`src/rtl/i2c_config_sequencer.sv`:
```
// i2c_config_sequencer
//
// Walks a fixed table of 24-bit codec register writes and hands them one at
// a time to an external I2C byte transmitter. Each word is loaded, issued
// with a one-cycle START_BIT once the transmitter reports ready, and then
// awaited until I2C_END (ACK/NACK via I2C_ERROR) or a timeout, which aborts
// the transfer with a one-cycle STOP_BIT. An idle gap separates words.
//
// Optional feature: define I2C_SEQ_RETRY_EN to retry a failed word up to
// MAX_RETRY times before giving up. Without it the first word error ends
// the sequence in FAIL.
//
// Ports
//   CLK_200KHZ   in   reference clock, rising edge
//   RESET_CTRL   in   synchronous active-high reset
//   GO           in   one-cycle request to start a sequence (IDLE/DONE/FAIL only)
//   I2C_READY    in   transmitter idle, may accept START_BIT
//   I2C_END      in   transmitter finished the current word (pulse)
//   I2C_ERROR    in   NACK flag, qualified by I2C_END
//   CONFIG_DATA  out  {dev addr, R/W=0, reg, data} for the transmitter
//   START_BIT    out  start pulse to the transmitter
//   STOP_BIT     out  abort pulse on timeout
//   BUSY/DONE/FAIL out sequence status
//   WORD_INDEX   out  index of the word in flight
module i2c_config_sequencer #(
    parameter int NUM_WORDS      = 11,
    parameter int GAP_CYCLES     = 20,
    parameter int TIMEOUT_CYCLES = 200,
    parameter int MAX_RETRY      = 3
) (
    input  logic        CLK_200KHZ,
    input  logic        RESET_CTRL,
    input  logic        GO,
    input  logic        I2C_READY,
    input  logic        I2C_END,
    input  logic        I2C_ERROR,
    output logic [23:0] CONFIG_DATA,
    output logic        START_BIT,
    output logic        STOP_BIT,
    output logic        BUSY,
    output logic        DONE,
    output logic        FAIL,
    output logic [3:0]  WORD_INDEX
);

    localparam int TW = $clog2(TIMEOUT_CYCLES + 1);
    localparam int GW = $clog2(GAP_CYCLES + 1);
    localparam logic [TW-1:0] TMO_LAST = TW'(TIMEOUT_CYCLES - 1);
    localparam logic [GW-1:0] GAP_LAST = GW'(GAP_CYCLES - 1);
    localparam logic [3:0]    IDX_LAST = 4'(NUM_WORDS - 1);

    typedef enum logic [2:0] {
        S_IDLE, S_LOAD, S_WAIT_RDY, S_START, S_WAIT_END, S_GAP, S_DONE, S_FAIL
    } state_t;

    state_t         state_q, state_d;
    logic [23:0]    cfg_q, cfg_d;
    logic [3:0]     idx_q, idx_d;
    logic [TW-1:0]  tmo_q, tmo_d;
    logic [GW-1:0]  gap_q, gap_d;
    logic           stop_d;
    logic           word_err;
    logic           retry_pend;

`ifdef I2C_SEQ_RETRY_EN
    localparam int RW = $clog2(MAX_RETRY + 2);
    localparam logic [RW-1:0] RETRY_MAX = RW'(MAX_RETRY);
    logic [RW-1:0]  retry_q, retry_d;
    // A non-zero retry count on entry to GAP means the same word is resent;
    // a successful word always clears it before GAP.
    assign retry_pend = (retry_q != '0);
`else
    assign retry_pend = 1'b0;
`endif

    function automatic logic [23:0] cfg_table(input logic [3:0] idx);
        case (idx)
            4'd0:    cfg_table = 24'h341E00;
            4'd1:    cfg_table = 24'h340017;
            4'd2:    cfg_table = 24'h340217;
            4'd3:    cfg_table = 24'h340479;
            4'd4:    cfg_table = 24'h340679;
            4'd5:    cfg_table = 24'h340812;
            4'd6:    cfg_table = 24'h340A00;
            4'd7:    cfg_table = 24'h340C00;
            4'd8:    cfg_table = 24'h340E01;
            4'd9:    cfg_table = 24'h341000;
            4'd10:   cfg_table = 24'h341201;
            default: cfg_table = 24'h000000;
        endcase
    endfunction

    always_comb begin
        state_d  = state_q;
        cfg_d    = cfg_q;
        idx_d    = idx_q;
        tmo_d    = tmo_q;
        gap_d    = gap_q;
        stop_d   = 1'b0;
        word_err = 1'b0;
`ifdef I2C_SEQ_RETRY_EN
        retry_d  = retry_q;
`endif
        case (state_q)
            S_IDLE, S_DONE, S_FAIL: begin
                if (GO) begin
                    state_d = S_LOAD;
                    idx_d   = 4'd0;
`ifdef I2C_SEQ_RETRY_EN
                    retry_d = '0;
`endif
                end
            end
            S_LOAD: begin
                cfg_d   = cfg_table(idx_q);
                state_d = S_WAIT_RDY;
            end
            S_WAIT_RDY: begin
                if (I2C_READY) state_d = S_START;
            end
            S_START: begin
                tmo_d   = '0;
                state_d = S_WAIT_END;
            end
            S_WAIT_END: begin
                tmo_d = tmo_q + 1'b1;
                // I2C_END wins over a timeout landing in the same cycle.
                if (I2C_END) begin
                    if (I2C_ERROR) begin
                        word_err = 1'b1;
                    end else begin
                        state_d = S_GAP;
                        gap_d   = '0;
`ifdef I2C_SEQ_RETRY_EN
                        retry_d = '0;
`endif
                    end
                end else if (tmo_q == TMO_LAST) begin
                    word_err = 1'b1;
                    stop_d   = 1'b1;
                end
            end
            S_GAP: begin
                if (gap_q == GAP_LAST) begin
                    if (retry_pend) begin
                        state_d = S_LOAD;
                    end else if (idx_q == IDX_LAST) begin
                        state_d = S_DONE;
                    end else begin
                        idx_d   = idx_q + 4'd1;
                        state_d = S_LOAD;
                    end
                end else begin
                    gap_d = gap_q + 1'b1;
                end
            end
            default: state_d = S_IDLE;
        endcase

        if (word_err) begin
`ifdef I2C_SEQ_RETRY_EN
            if (retry_q < RETRY_MAX) begin
                retry_d = retry_q + 1'b1;
                gap_d   = '0;
                state_d = S_GAP;
            end else begin
                state_d = S_FAIL;
            end
`else
            state_d = S_FAIL;
`endif
        end
    end

    always_ff @(posedge CLK_200KHZ) begin
        if (RESET_CTRL) begin
            state_q <= S_IDLE;
            cfg_q   <= '0;
            idx_q   <= '0;
            tmo_q   <= '0;
            gap_q   <= '0;
`ifdef I2C_SEQ_RETRY_EN
            retry_q <= '0;
`endif
        end else begin
            state_q <= state_d;
            cfg_q   <= cfg_d;
            idx_q   <= idx_d;
            tmo_q   <= tmo_d;
            gap_q   <= gap_d;
`ifdef I2C_SEQ_RETRY_EN
            retry_q <= retry_d;
`endif
        end
    end

    // The transmitter shares RESET_CTRL, so an abort during reset is suppressed.
    assign STOP_BIT    = stop_d & ~RESET_CTRL;
    assign START_BIT   = (state_q == S_START);
    assign DONE        = (state_q == S_DONE);
    assign FAIL        = (state_q == S_FAIL);
    assign BUSY        = !(state_q inside {S_IDLE, S_DONE, S_FAIL});
    assign CONFIG_DATA = cfg_q;
    assign WORD_INDEX  = idx_q;

endmodule

```
`config.mk`:
```
export PLATFORM = sky130hd
export DESIGN_NAME = i2c_config_sequencer
export DESIGN_NICKNAME = d
export VERILOG_FILES = /design/src/rtl/i2c_config_sequencer.sv
export SDC_FILE = /design/constraint.sdc
export NUM_CORES = 1
export LEC_CHECK = 0
export BUFFER_PORTS_ARGS = -buffer_cell sky130_fd_sc_hd__clkbuf_2
export CORE_MARGIN = 1.5
export CORE_UTILIZATION = 59
export DETAILED_ROUTE_END_ITERATION = 12
export GPL_TIMING_DRIVEN = 0
export PLACE_DENSITY_LB_ADDON = 0.08
export SLEW_MARGIN = 20
export SYNTH_ARGS = -nofsm -noshare
export SYNTH_HDL_FRONTEND = slang
export SYNTH_SLANG_ARGS = --single-unit
```
`constraint.sdc`:
```
create_clock -name CLK_200KHZ -period 3.1 [get_ports CLK_200KHZ]
set_clock_uncertainty 0.05 [all_clocks]
set_input_delay 0.155 -clock CLK_200KHZ [delete_from_list [all_inputs] [get_ports CLK_200KHZ]]
set_output_delay 0.155 -clock CLK_200KHZ [all_outputs]
set_load 0.05 [all_outputs]
```
==> results of run 1 <==
==> how the worst max path moves through the flow <==
stage	start	endpoint
after floorplan	WORD_INDEX[0]	state_q[2]
after global placement	state_q[2]	STOP_BIT
after detailed placement	state_q[2]	STOP_BIT
after CTS	state_q[2]	STOP_BIT
after global routing	state_q[2]	STOP_BIT
final	state_q[2]	STOP_BIT
==> cells by family (layout without fill, tap and decap cells) <==
kind of cell             after synthesis  count (layout)  share of synthesized area (%)
AO/OA/AOI/OAI                         67              67                          23.47
adder cells (fa/ha/maj)                8               8                          5.060
buffers and inverters                 42              78                          12.08
flip-flops                            30              30                          30.36
AND/OR/NAND/NOR                       84              84                          24.79
other                                  1              10                         0.1896
XOR/XNOR                               2               2                         0.8857
multiplexers                           6               6                          3.163
==> power by group through the flow <==
stage               logic, mW  registers [mW]  clock network, mW
finish                  0.903           0.471              0.255
global route            0.992           0.480              0.279
CTS                     0.898           0.472              0.262
detailed placement      0.894           0.481                  0
global placement        0.887           0.479                  0
floorplan               0.651           0.565                  0
==> cell usage in the layout (no fill, tap or decap), types with 5 or more instances in the layout <==
cell	synthesis	layout
dfxtp_1	30	30
clkbuf_2	0	28
nor2_1	24	24
a21oi_1	22	22
buf_4	15	15
inv_1	15	15
nand2_1	10	10
conb_1	1	10
o21ai_0	9	9
clkbuf_1	7	8
nor3_1	8	8
ha_1	8	8
nand3_1	7	7
nand3b_1	6	6
and3_1	5	5
clkbuf_4	0	5
==> critical path: cells and delay by family (launching register included) <==
family | cells | cell delay [ps]
buffers and inverters | 3 | 580
AND/OR/NAND/NOR | 3 | 830
flip-flops | 1 | 350
==> per-layer routing <==
layer | up-vias | part of all wire [%] | GRT usage (%)
met1 | 818 | 45 | 32.82
li1 | 940 | - | -
met2 | 54 | 48 | 39.32
met4 | 0 | 1.4 | 10.25
met5 | - | 0 | 0
met3 | 8 | 5.8 | 6.183
==> sequential cells by signal, indices dropped and copies added (netlist names) <==
signal / cells
WORD_INDEX: 4
gap_q: 5
state_q: 3
tmo_q: 8
CONFIG_DATA: 10
==> metrics by stage <==
step                util, %  hold WS, ps  setup slack, ps  std cells
finish                72.48        37.04            784.9        329
CTS                   72.48        24.18            780.5        329
global route          72.48        32.16            699.7        329
detailed placement    70.56        400.6             1182        321
global placement      70.56        392.7             1201        321
floorplan                 -        207.4             1216        249
==> final cells by class <==
cell class                      instances  area (um2)
Sequential cell                        30       600.6
Multi-Input combinational cell        177        1172
Clock buffer                            7       55.05
Buffer                                 27       182.7
Timing Repair Buffer                   28       140.1
Clock inverter                          1       5.005
Tap cell                               44       55.05
Fill cell                             276       860.8
Inverter                               15       56.30
==> impl_metrics.py, run 1 <==
metrics = {
    "hold_path": {
        "hp-start": "RESET_CTRL",
        "hold_end": "WORD_INDEX[1]",
        "hp-class": "in2reg",
        "holdPathStages": 2,
    },
    "timing": {
        "setup_viol": 0,
        "slew_viol_final": 0,
        "hold_viol_final": 0,
        "worstMarginPinSlew_ps": 541.4,
        "maxSlewHeadroom_pct": 63.90,
        "grt_setup_unrepaired": "no",
        "clock.fmax_mhz": 431.9,
        "fin_crit_ps": 2315,
        "finalCritPeriodShare_pct": 74.68,
        "setup_tns_ps": 0,
    },
    "synthesis": {
        "synth_top_area_share_pct": 30.36,
        "ys_top_cells_by_count": "dfxtp_1 (30), nor2_1 (24), a21oi_1 (22)",
        "synth_cells": 240,
        "synth_edf_count": 0,
        "synth_top_area_cell": "dfxtp_1",
        "yosys-top-cells-area": "dfxtp_1 (30%), buf_4 (5.7%), a21oi_1 (5.6%)",
        "ys_seq_area_share_pct": 30.36,
        "yosys_warnings": 0,
        "async_reset_ff_share_pct": 0,
        "synth_most_common_cell": "dfxtp_1",
        "synth_seq_cells": 30,
        "ys.flop_type": "dfxtp_1",
        "synth_cell_type_count": 55,
        "syn_avg_cell_area_um2": 8.242,
        "syn_area_um2": 1978,
    },
    "power_and_ir_drop": {
        "swShare_pct": 48.29,
        "p_per_area_nw_per_um2": 718.7,
        "clkPwrFrac_pct": 15.7,
        "p_leak_nw": 0.9232,
        "p_int_mw": 0.8426,
        "pwr-share-seq_pct": 28.9,
        "power_mw": 1.630,
        "power.net_switching_mw": 0.7869,
        "pwr-share-comb_pct": 55.4,
        "peakVddDrop_mv": 0.5222,
    },
    "worst_setup_path": {
        "max_stage_delay_ps": 370,
        "cp-start-kind": "flop",
        "r2r_slack_ps": 1280,
        "crit_fanout": 9,
        "worstPathArrival_ps": 2110,
        "path_class": "reg2out",
        "worstSetupEndpointType": "output port",
        "r2r-end": "gap_q[4]",
        "cpMaxStageDelayCell": "or3b_1",
        "r2r_start": "gap_q[0]",
        "crit_path_cell_trace": "buf_4, or3b_1, buf_6, nor4_4, and2_1, clkbuf_2",
        "worst_ep_required_time_ps": 2890,
        "rr_worst_depth": 5,
    },
    "place": {
        "hpwl_um": 3178,
        "io_buffer_count": 28,
        "place_congestion": 0.8707,
        "placedInstanceArea_um2": 2207,
    },
    "route": {
        "vias": 1820,
        "drt-total-wl_um": 4229,
        "drc": 0,
        "wl_per_cell_um": 12.85,
        "ant_nets": 0,
        "vias_per_cell": 5.532,
        "dr.pass1.iters": 4,
        "drtIter0Drc": 86,
    },
    "floorplan": {
        "initial_core_util_pct": 63.24,
        "die_h_um": 60.91,
        "die_area_um2": 3709,
        "io-pin-count": 39,
        "placementRows": 20,
        "die_x_um": 60.91,
        "core_um2": 3128,
    },
    "clock_network": {
        "cts_setup_buffers": 0,
        "cts_inserted_buffers": 5,
        "cts_tree": "built",
        "clockRootBuffer": "clkbuf_4",
        "cts-resized-gates": 0,
        "hold_buffers": 0,
        "htreeDepth": 2,
        "cts_sinks": 30,
        "clk_pin_slew_ps": 110,
        "clkLatencyLatePin_ps": 340,
        "cts_buffer_depth": 2,
    },
    "global_routing": {
        "antenna_found_initial": 0,
        "grt_usage_pct": 25.02,
        "grt_pass1_wl_um": 6920,
        "grt_pass1_vias": 1531,
        "grt_max_degree": 11,
        "overflow": 0,
    },
    "final_layout": {
        "area_growth_pct": 14.61,
        "nNetsFinal": 298,
        "antennaDiodeCount": 0,
        "drive_gt1_share_pct": 23.16,
        "postLayoutCellArea_um2": 2267,
    },
    "status": {
        "outcome": "finished, final reports clean",
    },
    "run": {
        "cap_violations": 0,
    },
}
(Power assumes the default switching activity.)
==> inputs of run 2 (changes only) <==
- ABC_AREA: not set -> 1
- CORE_UTILIZATION: 59 -> 49
- clock period: 3.1 -> 1.9 ns (I/O delays scaled with it)
==> run 2 against run 1 <==
- sequential power is 72% higher
- via count shrank 4.8%
- cell area is 4.4% lower
- sequential cell count stayed put
- synthesized cell count is 11% higher
- first-iteration DRC count fell by 28%
- wire length down 10%
- utilization down 13 points
- hold slack gained 71 ps
- die area grew 11%
- register-to-register slack worse by 870 ps
- critical endpoint unchanged
- largest power group unchanged
==> impl_metrics.py, run 2 <==
metrics = {
    "synthesis": {
        "synth_most_common_cell": "nand2_1",
        "syn_avg_cell_area_um2": 6.870,
        "synth_top_area_cell": "dfxtp_1",
        "synth_top_family_by_area": "simple AND/OR/NAND/NOR gates",
        "syn_area_um2": 1834,
        "ys_top_cells_by_count": "nand2_1 (64), dfxtp_1 (30), inv_1 (24)",
        "synth_xor_area_share_pct": 0.9550,
        "synth_seq_cells": 30,
        "ys_seq_area_share_pct": 32.74,
        "yosys_warnings": 0,
        "synth-simple-area-share_pct": 32.74,
        "synth_compound_area_share_pct": 13.51,
        "synth_edf_count": 0,
        "synth_top_area_share_pct": 32.74,
        "muxShareOfSynthArea_pct": 0,
        "synth_cells": 267,
        "async_reset_ff_share_pct": 0,
        "synth_adder_area_share_pct": 5.457,
        "yosys-top-cells-area": "dfxtp_1 (33%), nand2_1 (13%), buf_4 (6.1%)",
        "ys.flop_type": "dfxtp_1",
        "synth_cell_type_count": 32,
    },
    "global_routing": {
        "overflow": 0,
        "grt_pass1_vias": 1548,
        "antenna_found_initial": 0,
        "grt_max_degree": 11,
        "grt_pass1_wl_um": 6534,
        "grt_usage_pct": 19.92,
    },
    "timing": {
        "clock.fmax_mhz": 565.5,
        "hold_ws_ps": 108.1,
        "fin_crit_ps": 1768,
        "fin_ws_ps": 131.7,
        "worstMarginPinSlew_ps": 530.6,
        "slew_viol_final": 0,
        "maxSlewHeadroom_pct": 64.63,
        "hold_viol_final": 0,
        "finalCritPeriodShare_pct": 93.07,
        "setup_viol": 0,
        "setup_tns_ps": 0,
        "grt_setup_unrepaired": "no",
    },
    "worst_setup_path": {
        "rr_worst_depth": 6,
        "cp-start-kind": "flop",
        "worstPathArrival_ps": 1620,
        "path_class": "reg2out",
        "worst_ep_required_time_ps": 1750,
        "crit_fanout": 4,
        "worstSetupEndpointType": "output port",
        "r2r_slack_ps": 410,
    },
    "clock_network": {
        "clk_pin_slew_ps": 60,
        "clockRootBuffer": "clkbuf_8",
        "clkLatencyLatePin_ps": 280,
        "hold_buffers": 0,
        "cts_tree": "built",
        "cts_sinks": 30,
        "cts_inserted_buffers": 5,
        "cts_buffer_depth": 2,
        "htreeDepth": 2,
    },
    "final_layout": {
        "largest_reg_flops": 10,
        "nNetsFinal": 325,
        "antennaDiodeCount": 0,
        "layout_common_cells": "nand2_1 (64), dfxtp_1 (30), clkbuf_2 (27)",
        "drive_gt1_share_pct": 25.32,
        "area_growth_pct": 18.21,
        "layout_commonest_cell": "nand2_1",
    },
    "floorplan": {
        "die_area_um2": 4120,
        "core_um2": 3633,
        "initial_core_util_pct": 50.48,
        "placementRows": 22,
        "io-pin-count": 39,
        "die_x_um": 64.19,
        "die_h_um": 64.19,
    },
    "route": {
        "vias": 1733,
        "ant_nets": 0,
        "wl_per_cell_um": 10.53,
        "dr.pass1.iters": 4,
        "drt-total-wl_um": 3792,
        "drc": 0,
        "drtIter0Drc": 62,
        "vias_per_cell": 4.814,
    },
    "place": {
        "pre_cts_slack_ps": 401.0,
        "place_congestion": 0.8003,
        "hpwl_um": 2867,
        "io_buffer_count": 28,
    },
    "power_and_ir_drop": {
        "p_per_area_nw_per_um2": 1260,
        "peakVddDrop_mv": 0.5797,
        "p_leak_nw": 1.020,
    },
    "status": {
        "outcome": "finished, final reports clean",
    },
    "hold_path": {
        "holdPathStages": 4,
        "hp-class": "in2reg",
    },
    "run": {
        "cap_violations": 0,
    },
}
## run 2: path summary, 6_finish.rpt
path                   start              end
max reg2reg       state_q[2]         tmo_q[7]
max                 tmo_q[0]         STOP_BIT
min reg2reg  CONFIG_DATA[10]  CONFIG_DATA[10]
min               RESET_CTRL       state_q[2]
## run 2: kinds of logic after synthesis
kind of cell             after synthesis
AO/OA/AOI/OAI                         44
XOR/XNOR                               2
adder cells (fa/ha/maj)                8
buffers and inverters                 52
flip-flops                            30
other                                  1
AND/OR/NAND/NOR                      130
## run 2: layout make-up
cell class                      count  area [um2]
Fill cell                         380        1465
Multi-Input combinational cell    194        1010
Sequential cell                    30       600.6
Timing Repair Buffer               28       142.6
Buffer                             20       141.4
Inverter                           32       122.6
Clock buffer                        7       86.33
Tap cell                           48       60.06
Clock inverter                      1       5.005
## run 2: repair_timing
| item | in CTS | in global routing |
|---|---|---|
| endpoints found under the setup margin | 0 | 1 |
| resized for setup | 0 | 2 |
| endpoints found under the hold margin | 0 | 0 |
| buffers inserted | 0 | 0 |
## run 2: worst max-delay path: stages (launching register included)
cell	delay [ps]
dfxtp_1	370
ha_1	180
nand2_1	90
inv_1	80
nand4_1	160
nor4_2	180
clkbuf_4	280
## run 2: metal layers
layer | part of all wire, % | GRT usage (%) | vias to the layer above
li1 | - | - | 930
met1 | 48 | 25.05 | 771
met2 | 47 | 32.94 | 25
met3 | 3.2 | 4.930 | 7
met4 | 1.4 | 7.181 | 0
met5 | 0 | 0 | -
## run 2: stage by stage
step	total power [mW]	std cells	area, um2	utilization [%]
finish	2.733	360	2168	59.68
detailed placement	2.229	352	2074	57.09
global route	2.955	360	2168	59.68
global placement	2.216	352	2074	57.09
CTS	2.756	360	2166	59.61
floorplan	1.963	276	1874	-
## run 2: where the power goes
group	switching, mW	internal (mW)
clock network	0.229	0.291
registers	0.0849	0.723
logic	1.01	0.392
==> inputs of run 3 (changes only) <==
- BUFFER_PORTS_ARGS: -buffer_cell sky130_fd_sc_hd__clkbuf_2 -> -buffer_cell sky130_fd_sc_hd__buf_2
==> run 3 against run 2 <==
- sequential power hardly changed
- combinational power hardly changed
- final cell count stayed put
- clock power is 15% higher
- fmax is 0.97% higher
- global-route usage is 0.33 points lower
- register-to-register slack hardly changed
- die area stayed put
- wire length is 1.6% lower
- critical path depth stayed put
- setup slack better by 17 ps
- total power is 2.6% higher
- largest power group unchanged
==> impl_metrics.py, run 3 (same netlist as run 2, synthesis figures left out) <==
metrics = {
    "status": {
        "outcome": "finished, final reports clean",
    },
    "run": {
        "cap_violations": 0,
    },
    "worst_setup_path": {
        "worst_ep_required_time_ps": 1750,
        "path_delay_family": "simple AND/OR/NAND/NOR gates",
        "path_class": "reg2out",
        "critPathBufInv": 2,
        "max_stage_delay_ps": 370,
        "crit_fanout": 4,
        "cp-start-kind": "flop",
        "worstSetupEndpointType": "output port",
        "crit_path_cell_trace": "ha_1, nand2_1, inv_1, nand4_1, nor4_2, buf_2",
        "cpMaxStageDelayCell": "dfxtp_1",
        "worstPathArrival_ps": 1610,
    },
    "timing": {
        "maxSlewHeadroom_pct": 64.16,
        "finalCritPeriodShare_pct": 92.17,
        "setup_viol": 0,
        "hold_viol_final": 0,
        "hold_ws_ps": 101.3,
        "clock.fmax_mhz": 571.0,
        "fin_crit_ps": 1751,
        "setup_tns_ps": 0,
        "grt_setup_unrepaired": "no",
        "fin_ws_ps": 148.7,
        "worstMarginPinSlew_ps": 537.5,
        "slew_viol_final": 0,
    },
    "final_layout": {
        "layout_commonest_cell": "nand2_1",
        "area_growth_pct": 19.10,
        "nNetsFinal": 325,
        "largest_reg_flops": 10,
        "n_fill_cell": 361,
        "layout_common_cells": "nand2_1 (64), dfxtp_1 (30), buf_2 (30)",
        "post-route-util_pct": 60.12,
        "antennaDiodeCount": 0,
        "drive_gt1_share_pct": 25.64,
    },
    "route": {
        "wl_per_cell_um": 10.37,
        "dr.pass1.iters": 4,
        "vias": 1715,
        "drc": 0,
        "drt-total-wl_um": 3733,
        "ant_nets": 0,
        "vias_per_cell": 4.764,
        "drtIter0Drc": 68,
    },
    "clock_network": {
        "clkLatencyLatePin_ps": 280,
        "cts-resized-gates": 0,
        "cts_sinks": 30,
        "cts_setup_buffers": 0,
        "cts_tree": "built",
        "hold_buffers": 0,
        "cts_inserted_buffers": 5,
        "clk_pin_slew_ps": 60,
        "htreeDepth": 2,
        "clockRootBuffer": "clkbuf_8",
        "cts_buffer_depth": 2,
    },
    "power_and_ir_drop": {
        "p_leak_nw": 1.047,
        "peakVddDrop_mv": 0.5802,
        "p_per_area_nw_per_um2": 1283,
    },
    "global_routing": {
        "antenna_found_initial": 0,
        "grt_max_degree": 11,
        "overflow": 0,
        "grt_pass1_wl_um": 6292,
        "grt_usage_pct": 19.59,
        "grt_pass1_vias": 1470,
    },
    "hold_path": {
        "hp-class": "in2reg",
    },
    "floorplan": {
        "die_h_um": 64.19,
        "core_um2": 3633,
        "io-pin-count": 39,
        "die_area_um2": 4120,
        "initial_core_util_pct": 50.48,
        "placementRows": 22,
        "die_x_um": 64.19,
    },
    "place": {
        "hpwl_um": 2817,
        "place_congestion": 0.7981,
        "pre_cts_slack_ps": 416.9,
        "io_buffer_count": 28,
    },
}
-- run 3: cell count changes in the layout (fill, tap and decap cells not counted) --
| cell | before | now |
|---|---|---|
| buf_2 | 2 | 30 |
| clkbuf_1 | 3 | 2 |
| clkbuf_2 | 27 | 0 |
| clkbuf_4 | 1 | 0 |
| clkbuf_8 | 6 | 8 |
| clkinv_2 | 1 | 0 |
-- run 3: routing by layer --
metal	global-route usage [%]	vias to the layer above	share of wire (%)
met5	0	-	0
met4	8.777	0	1.5
met3	4.754	5	3.2
met2	31.51	23	47
met1	24.75	758	49
li1	-	929	-
-- run 3: worst paths after layout --
path / from / to / slack [ps] / cells after the start
worst max-delay path: tmo_q[0] / STOP_BIT / 150 / 6
worst min-delay path: RESET_CTRL / state_q[2] / 100 / 4
worst max register to register: WORD_INDEX[0] / WORD_INDEX[0] / 400 / 8
worst min register to register: CONFIG_DATA[10] / CONFIG_DATA[10] / 410 / 2
-- run 3: tightest hold or removal path: cells and delay by family --
| kind | cells | cell delay [ps] |
|---|---|---|
| buffers and inverters | 2 | 180 |
| and+or+nand+nor | 2 | 110 |
-- run 3: through the flow --
step           area (um2)  total power [mW]  std cells
6_report             2185             2.804        360
5_1_grt              2185             3.018        360
4_1_cts              2185             2.826        360
3_5_place_dp         2074             2.221        352
3_3_place_gp         2074             2.216        352
2_1_floorplan        1874             1.963        276
-- run 3: layout make-up --
| class | count | area, um2 | share of cell area, % |
|---|---|---|---|
| flip-flops and latches | 30 | 600.6 | 27.49 |
| multi-input cells | 194 | 1010 | 46.22 |
| plain buffers | 20 | 141.4 | 6.472 |
| well taps | 48 | 60.06 | 2.749 |
| clock buffers | 8 | 110.1 | 5.040 |
| repair buffers | 28 | 140.1 | 6.415 |
| inverters | 32 | 122.6 | 5.613 |
-- run 3: power breakdown --
group	internal [mW]	switching (mW)	leakage, nW	total [mW]
Clock	0.365	0.232	0.0575	0.598
Sequential	0.723	0.0833	0.243	0.806
Combinational	0.395	1.00	0.746	1.40
